### src/rtl/uart_tx_fifo.sv
// uart_tx_fifo: UART transmitter (8N1, optionally 8E1) fed by a small byte FIFO.
//
// Bytes written on a one-cycle wr_en strobe are queued and then sent LSB-first
// on tx. Each bit lasts CLKS_PER_BIT clocks. When the stop bit of one frame
// ends and another byte is waiting, the next start bit follows with no idle gap.
//
// Optional feature: define UART_TX_PARITY_EN to add an even-parity bit between
// the data bits and the stop bit. This makes each frame 11 bit times long
// instead of 10.
//
// Ports:
//   clk      in   system clock, rising edge
//   Rst      in   synchronous reset, active-high
//   wr_en    in   write strobe; pushes wr_data when not full
//   wr_data  in   byte to transmit
//   full     out  FIFO holds FIFO_DEPTH bytes
//   empty    out  FIFO holds 0 bytes
//   count    out  FIFO occupancy, 0..FIFO_DEPTH
//   busy     out  serialiser is not idle
//   overflow out  sticky: a write was dropped because the FIFO was full
//   tx       out  serial line, idles high
module uart_tx_fifo #(
    parameter int CLKS_PER_BIT = 868,
    parameter int FIFO_DEPTH   = 16,
    parameter int CNT_W        = $clog2(FIFO_DEPTH) + 1
) (
    input  logic             clk,
    input  logic             Rst,
    input  logic             wr_en,
    input  logic [7:0]       wr_data,
    output logic             full,
    output logic             empty,
    output logic [CNT_W-1:0] count,
    output logic             busy,
    output logic             overflow,
    output logic             tx
);

    localparam int PTR_W = $clog2(FIFO_DEPTH);
    localparam int TMR_W = $clog2(CLKS_PER_BIT);

    typedef enum logic [2:0] {
        ST_IDLE   = 3'd0,
        ST_START  = 3'd1,
        ST_DATA   = 3'd2,
`ifdef UART_TX_PARITY_EN
        ST_PARITY = 3'd3,
`endif
        ST_STOP   = 3'd4
    } state_t;

`ifdef UART_TX_PARITY_EN
    // Even parity: the XOR of all eight data bits.
    function automatic logic even_parity(input logic [7:0] d);
        return ^d;
    endfunction
`endif

    logic [7:0]       mem_r [FIFO_DEPTH];
    logic [PTR_W-1:0] wr_ptr_r;
    logic [PTR_W-1:0] rd_ptr_r;
    logic [CNT_W-1:0] count_r;
    logic             overflow_r;

    state_t           state_r,   state_nxt_s;
    logic [TMR_W-1:0] timer_r,   timer_nxt_s;
    logic [2:0]       bit_idx_r, bit_idx_nxt_s;
    logic [7:0]       shift_r,   shift_nxt_s;
    logic             tx_r,      tx_nxt_s;
`ifdef UART_TX_PARITY_EN
    logic             parity_r,  parity_nxt_s;
`endif

    logic full_s, empty_s, push_s, pop_s, bit_end_s;

    assign full_s    = (count_r == CNT_W'(FIFO_DEPTH));
    assign empty_s   = (count_r == CNT_W'(0));
    assign push_s    = wr_en & ~full_s;
    assign bit_end_s = (timer_r == TMR_W'(CLKS_PER_BIT - 1));

    // Serialiser next-state logic. tx_nxt_s holds the level for the cycle after
    // the edge, so that tx can come straight from a register.
    always_comb begin
        state_nxt_s   = state_r;
        timer_nxt_s   = timer_r;
        bit_idx_nxt_s = bit_idx_r;
        shift_nxt_s   = shift_r;
        tx_nxt_s      = tx_r;
        pop_s         = 1'b0;
        case (state_r)
            ST_IDLE: begin
                tx_nxt_s    = 1'b1;
                timer_nxt_s = TMR_W'(0);
                if (!empty_s) begin
                    pop_s       = 1'b1;
                    shift_nxt_s = mem_r[rd_ptr_r];
                    state_nxt_s = ST_START;
                    tx_nxt_s    = 1'b0;
                end else begin
                    state_nxt_s = ST_IDLE;
                end
            end
            ST_START: begin
                if (bit_end_s) begin
                    timer_nxt_s   = TMR_W'(0);
                    bit_idx_nxt_s = 3'd0;
                    state_nxt_s   = ST_DATA;
                    tx_nxt_s      = shift_r[0];
                end else begin
                    timer_nxt_s = timer_r + TMR_W'(1);
                end
            end
            ST_DATA: begin
                if (bit_end_s) begin
                    timer_nxt_s = TMR_W'(0);
                    if (bit_idx_r == 3'd7) begin
`ifdef UART_TX_PARITY_EN
                        state_nxt_s = ST_PARITY;
                        tx_nxt_s    = parity_r;
`else
                        state_nxt_s = ST_STOP;
                        tx_nxt_s    = 1'b1;
`endif
                    end else begin
                        bit_idx_nxt_s = bit_idx_r + 3'd1;
                        shift_nxt_s   = {1'b0, shift_r[7:1]};
                        tx_nxt_s      = shift_r[1];
                    end
                end else begin
                    timer_nxt_s = timer_r + TMR_W'(1);
                end
            end
`ifdef UART_TX_PARITY_EN
            ST_PARITY: begin
                if (bit_end_s) begin
                    timer_nxt_s = TMR_W'(0);
                    state_nxt_s = ST_STOP;
                    tx_nxt_s    = 1'b1;
                end else begin
                    timer_nxt_s = timer_r + TMR_W'(1);
                end
            end
`endif
            ST_STOP: begin
                if (bit_end_s) begin
                    timer_nxt_s = TMR_W'(0);
                    if (!empty_s) begin
                        pop_s       = 1'b1;
                        shift_nxt_s = mem_r[rd_ptr_r];
                        state_nxt_s = ST_START;
                        tx_nxt_s    = 1'b0;
                    end else begin
                        state_nxt_s = ST_IDLE;
                        tx_nxt_s    = 1'b1;
                    end
                end else begin
                    timer_nxt_s = timer_r + TMR_W'(1);
                end
            end
            default: begin
                state_nxt_s = ST_IDLE;
                timer_nxt_s = TMR_W'(0);
                tx_nxt_s    = 1'b1;
            end
        endcase
    end

`ifdef UART_TX_PARITY_EN
    // Parity is captured at pop time because the shift register is consumed
    // while the data bits are sent.
    always_comb begin
        if (pop_s) begin
            parity_nxt_s = even_parity(mem_r[rd_ptr_r]);
        end else begin
            parity_nxt_s = parity_r;
        end
    end
`endif

    // Serialiser state registers.
    always_ff @(posedge clk) begin
        if (Rst) begin
            state_r   <= ST_IDLE;
            timer_r   <= TMR_W'(0);
            bit_idx_r <= 3'd0;
            shift_r   <= 8'd0;
            tx_r      <= 1'b1;
`ifdef UART_TX_PARITY_EN
            parity_r  <= 1'b0;
`endif
        end else begin
            state_r   <= state_nxt_s;
            timer_r   <= timer_nxt_s;
            bit_idx_r <= bit_idx_nxt_s;
            shift_r   <= shift_nxt_s;
            tx_r      <= tx_nxt_s;
`ifdef UART_TX_PARITY_EN
            parity_r  <= parity_nxt_s;
`endif
        end
    end

    // FIFO pointers, occupancy and the sticky overflow flag. A write while
    // full is dropped even when a pop frees a slot at the same edge.
    always_ff @(posedge clk) begin
        if (Rst) begin
            wr_ptr_r   <= PTR_W'(0);
            rd_ptr_r   <= PTR_W'(0);
            count_r    <= CNT_W'(0);
            overflow_r <= 1'b0;
        end else begin
            if (push_s) begin
                wr_ptr_r <= wr_ptr_r + PTR_W'(1);
            end
            if (pop_s) begin
                rd_ptr_r <= rd_ptr_r + PTR_W'(1);
            end
            case ({push_s, pop_s})
                2'b10:   count_r <= count_r + CNT_W'(1);
                2'b01:   count_r <= count_r - CNT_W'(1);
                default: count_r <= count_r;
            endcase
            overflow_r <= overflow_r | (wr_en & full_s);
        end
    end

    // FIFO storage. Its contents need no reset because the pointers define
    // which entries are valid.
    always_ff @(posedge clk) begin
        if (push_s) begin
            mem_r[wr_ptr_r] <= wr_data;
        end
    end

    assign full     = full_s;
    assign empty    = empty_s;
    assign count    = count_r;
    assign overflow = overflow_r;
    assign busy     = (state_r != ST_IDLE);
    assign tx       = tx_r;

endmodule

### config.mk
export PLATFORM = sky130hd
export DESIGN_NAME = uart_tx_fifo
export DESIGN_NICKNAME = d
export VERILOG_FILES = /design/src/rtl/uart_tx_fifo.sv
export SDC_FILE = /design/constraint.sdc
export NUM_CORES = 1
export LEC_CHECK = 0
export BUFFER_PORTS_ARGS = -buffer_cell sky130_fd_sc_hd__buf_2
export CAP_MARGIN = 20
export CORE_MARGIN = 2
export CORE_UTILIZATION = 24
export CTS_CLUSTER_DIAMETER = 200
export DETAILED_ROUTE_END_ITERATION = 16
export GPL_TIMING_DRIVEN = 0
export MAX_ROUTING_LAYER = met4
export PLACE_DENSITY = 0.42
export SYNTH_ARGS = -nofsm -noshare
export SYNTH_HDL_FRONTEND = slang
export SYNTH_SLANG_ARGS = --single-unit
### constraint.sdc
create_clock -name clk -period 6.65 [get_ports clk]
set_clock_uncertainty 0.1 [all_clocks]
set_input_delay 0.665 -clock clk [delete_from_list [all_inputs] [get_ports clk]]
set_output_delay 0.665 -clock clk [all_outputs]
set_load 0.01 [all_outputs]
Word level (Yosys, flattened, before mapping)
Memory sizes are Yosys's and may differ from the RTL's. A register that Yosys moved wholly into a read port is not among the register bits.
Index checks and enable logic that the tools add are counted.

cells by class
  reduce and logical (&&, ||, !) cells = 12
  bitwise gates (word level) = 5
  $lt $le $gt $ge = 0
  div/mod/pow operators = 0
  $add $sub $neg = 6
  equality and inequality tests = 13
  multiplexer cells = 29
  $mul = 0
  shifts and indexed selects = 0

operators with widths
  kind                                                  count
  2-to-1 mux 8 bit                                      4
  one-hot mux 8 bit (3 select lines)                    1
  2-to-1 mux 3 bit                                      7
  one-hot mux 3 bit (4 select lines)                    1
  AND reduction 4 bit                                   3
  adder 10 x 1 -> 10 bit (second input constant)        1
  equality test 10 bit (second input constant)          1
  2-to-1 mux 1 bit                                      10
  inequality test 2 bit (second input constant)         5
  one-hot mux 5 bit (2 select lines)                    1
  adder 4 x 1 -> 4 bit (second input constant)          2
  2-to-1 mux 4 bit                                      2
  equality test 3 bit (second input constant)           2
  one-hot mux 3 bit (2 select lines)                    1
  nonzero test 3 bit                                    2
  OR reduction 3 bit                                    2
  adder 5 x 1 -> 5 bit (second input constant)          1
  equality test 5 bit (second input constant)           1
  zero test 5 bit                                       1
  subtractor 5 x 1 -> 5 bit (second input constant)     1
  one-hot mux 1 bit (4 select lines)                    1
  nonzero test 2 bit                                    2
  adder 3 x 1 -> 3 bit (second input constant)          1
  equality test 3 x 1 -> 1 bit (second input constant)  1
  other kinds (9)                                       11

storage, ports and cells
  flip-flop bits (word level) = 39
  bits in latches = 0
  memory bits (read-only) = 0
  RAM bits = 128
  memories = 1
  output and inout bits = 10
  input port bits = 11

memory list
  memory  words  width  rd ports  clocked after memory_dff  wr ports  line  RTL
  mem_r   16     8      1         1                         1         59    logic [7:0] mem_r [FIFO_DEPTH];

Depth between registers and ports, before layout
  depth after elaboration = 6
  gate-level depth with buffers = 13
  depth with buffers taken out = 12

Worst setup path before layout
No wires, ideal clock.

  path kind = register to register
  start = register timer_r[0]
  end = register count_r[4], in the netlist count[4]
  data arrival time = 3.164 ns
  cell stages (with the launch flop) = 14
  slack = 3.266 ns
  path buffers = 1
  cell sequence = dfxtp_1 > ha_1 > or3b_4 > or3_4 > a21oi_4 > ha_1 > clkbuf_1 > xor2_1 > ha_1 > nand2b_1 > a21oi_1 > nor3_1 > mux2i_1 > mux2_2

on the way
  word-level cells in the longest chain between the ends = 5
  elaborated cells between the ends (all ways) = 7
  classes of those cells = eq/ne: 3; mux: 3; reduce/logical: 1

ends and longest elaborated chain
  what                                                                             line  RTL
  start: declaration                                                               66    logic [TMR_W-1:0] timer_r, timer_nxt_s;
  start signal: assignment                                                         193   timer_r <= timer_nxt_s;
  equality test 10 bit (*)                                                         79    assign bit_end_s = (timer_r == TMR_W'(CLKS_PER_BIT - 1));
  2-to-1 mux 1 bit (*)                                                             145   if (bit_end_s) begin
  one-hot mux 1 bit (2 select lines) (*)                                           90    case (state_r)
  named net pop_s                                                                  74    logic full_s, empty_s, push_s, pop_s, bit_end_s;
  equality test 2 x 1 -> 1 bit / equality test 2 bit (equally long branches)       218   case ({push_s, pop_s})
  one-hot mux 5 bit (2 select lines) / nonzero test 2 bit (equally long branches)  --
  end signal: assignment                                                           219   2'b10: count_r <= count_r + CNT_W'(1);
  end signal: assignment                                                           220   2'b01: count_r <= count_r - CNT_W'(1);
  end signal: assignment                                                           221   default: count_r <= count_r;
  end: declaration                                                                 62    logic [CNT_W-1:0] count_r;

Mark *: on every way through the listed nets, which the timed path passes. The rest lies on a longest branch.
A chain may end at the register's enable or synchronous reset.

Worst setup path in the final report
Ends and elaborated chain as after synthesis.

==> results.md <==
- Crit path time final: just under 4 ns
- Worst-Skew Late Latency: 0.43 ns
- Post-Syn Instances: 478
- Chip Height: 177 um
- Total track usage: 11.1%
- Tightest Pin Transition: 1.05 ns
- Site Rows: 63
- Core ar.: 29500 um^2
- # diodes: 0
- Post_cts resized: 0
- Die Wd: 177 um
- Synth-to-layout area growth: 16.7%
- Max clock buf depth: 2
- Yosys cell types: 60
- Die area: 31200 um^2
- #FFs+latches synth: ~170
- TritonCTS clock tree: done
- Final WL: between 15 and 20 mm
- Vias/cell: around 4.5
- Register area share after synthesis: 65.7%
- Clock buffer count from CTS: 17
- Port Buffers: 20
- Worst vdd ir: 160 uV
- Syn_area_per_cell: between 10 and 15 um^2
- Worst EP required: 6.87 ns
- Unrepaired setup endpoints after global routing: false
- Vias in the first global route: 4174
- TritonRoute pass-1 iters: 5
- Dominant cells by area after synthesis: edfxtp_1 54%, dfxtp_1 12%, mux4_2 10%, nor2_1 3.0%, mux2i_1 1.8%
- Routed len/inst: 17.4 um
- Largest net degree at the start of global routing: 20
- Post-synthesis async set-or-reset flop share: 0%
- Synth Warn #: 0
- Worst min-delay path class: flop to flop
- Worst setup EP type: flop
- H-tree depth: 4
- Max-slew violations: 0
- DRT iter0 DRCs: 296
- Fillers: 3052
- Number of synthesized flops with an enable pin: approximately 130
- CP Launch Type: flop
- Fmax achieved: 254 MHz
- Net count after synthesis: between 400 and 500
- Yosys top cell area share: a little over half
- Commonest non-fill, non-tap cell in the layout: edfxtp_1
- Slew Limit Headroom: around 30%
- Clk slew on worst S/H paths: 0.07 ns
- Nets: roughly 540
- Synth area leader: edfxtp_1
- Outcome: finished, final reports clean
- Initial antenna violation count: 0
- Initial Util: 24.3%
- CTS Hold Bufs: 0
- Leak pwr: 2.66 nW
- Layout cells sized above 1: 22.1%
- Most used DFF post-synth: edfxtp_1
- Residual DRC: 0
- Placer Congestion: around 0.76
- # IOs: 21
- Root Driver: clkbuf_16
- Final ANT Viol Nets: 0
- Synthesized area: 7160 um^2
- Vias: between 4000 and 5000
- Pre-CTS setup slack: about 2.8 ns
- Post-CTS Setup Inserts: 0
- Setup TNS: 0 ns
- CTS Sinks: roughly 170
- Crit-path max FO: 10
- Fin. Hold Viols: 0
- Most frequent cells in the layout: 128 x edfxtp_1, 58 x nor2_1, 43 x dfxtp_1
- CP Class: flop to flop
- WP data arrival: 4.15 ns
- Post-route core utilization: between 20% and 30%
- Hpwl dp: 10.8 mm
- Final WS setup: ~2.7 ns
- Overflow after GRT: 0
- Crit share post-route: 59.2%
- Pwr dens: 353 nW/um^2
- First-pass GRT wire length: about 25 mm
- Max-capacitance violation count: 0
- Endpoints failing setup: 0
## critical path, cell delays in order, from the launching register on
cell and delay (ns):
dfxtp_1 0.38, ha_1 0.22, or3b_4 0.44, or3_4 0.39
a21oi_4 0.27, ha_1 0.27, clkbuf_1 0.36, xor2_1 0.19
ha_1 0.30, nand2b_1 0.10, a21oi_1 0.18, nor3_1 0.07
mux2i_1 0.20, mux2_2 0.36
## cell type report
cell class / count / area (um^2) / share of cell area [%]
Clock inverter: 15 / 164 / 1.96
Inverter: 8 / 30.0 / 0.359
Multi-Input combinational cell: 275 / 2330 / 27.9
Buffer: 24 / 114 / 1.36
Sequential cell: 171 / 4700 / 56.3
Clock buffer: 17 / 425 / 5.09
Timing Repair Buffer: 20 / 100 / 1.20
Tap cell: 390 / 488 / 5.84
## per-layer routing
layer  vias to the layer above  wire [um]  GRT usage [%]
met5                         -          0              -
met4                         0        254           3.82
li1                       1929          -              -
met3                        18        517           2.13
met1                      2096       7470           14.1
met2                        83       7780           17.9
## worst paths after layout
path	endpoint	slack, ns	cells past startpoint	from
hold / removal	overflow$_SDFF_PP0_	0.38	2	overflow$_SDFF_PP0_
setup / recovery	count[4]$_SDFFE_PP0P_	2.72	13	timer_r[0]$_SDFF_PP0_
hold reg to reg	overflow$_SDFF_PP0_	0.38	2	overflow$_SDFF_PP0_
setup reg to reg	count[4]$_SDFFE_PP0P_	2.72	13	timer_r[0]$_SDFF_PP0_
## cells in the mapped netlist, types with 3 or more instances
cell type  number
nand2b_1        5
a22oi_1         4
nand4_1         3
mux4_2         32
a221oi_1        6
xor2_1          9
mux2i_1        13
inv_1           6
o21ai_0         4
nor2_1         58
nor3_1         12
nor2b_1         3
edfxtp_1      128
a21oi_1        15
mux2_2          6
ha_1           10
xnor2_1         7
nand2_1        23
and3_1          5
nand3_1        11
dfxtp_1        43
clkbuf_1       12
a211oi_1        6
buf_2           6
o2111ai_1       3
## logic make-up (layout without fill, tap and decap cells)
kind of cell	after synthesis	in the layout	share of synthesized area, %
adders and majority gates	10	10	1.75
AOI/OAI and AO/OA	57	57	5.98
muxes	51	51	12.8
and+or+nand+nor	141	141	9.75
xor gates and xnor gates	16	16	1.96
DFF	171	171	65.7
buffers and inverters	32	84	2.01
## stage by stage
step | cells | power (mW) | hold slack, ns | instance area (um^2)
floorplan | 478 | 1.79 | 0.330 | 7160
global placement | 888 | 1.99 | 0.348 | 7750
detailed placement | 888 | 2.00 | 0.362 | 7770
CTS | 920 | 3.00 | 0.376 | 8360
global route | 920 | 3.11 | 0.406 | 8360
finish | 920 | 2.95 | 0.376 | 8360
## flip-flops by register name, summed over array words and instances, names as in the netlist, named ones only
| signal | cells |
|---|---|
| timer_r | 10 |
| shift_r | 8 |
| rd_ptr_r | 4 |
| tx | 1 |
| overflow | 1 |
| count | 5 |
| mem_r | 128 |
| wr_ptr_r | 4 |
| bit_idx_r | 3 |
| state_r | 3 |
## power breakdown
group	total, mW	internal (mW)	switching [mW]
registers	1.26	1.21	0.0453
logic	0.705	0.311	0.394
clock network	0.988	0.507	0.481
Note: power is estimated with default switching activity, not from simulation.
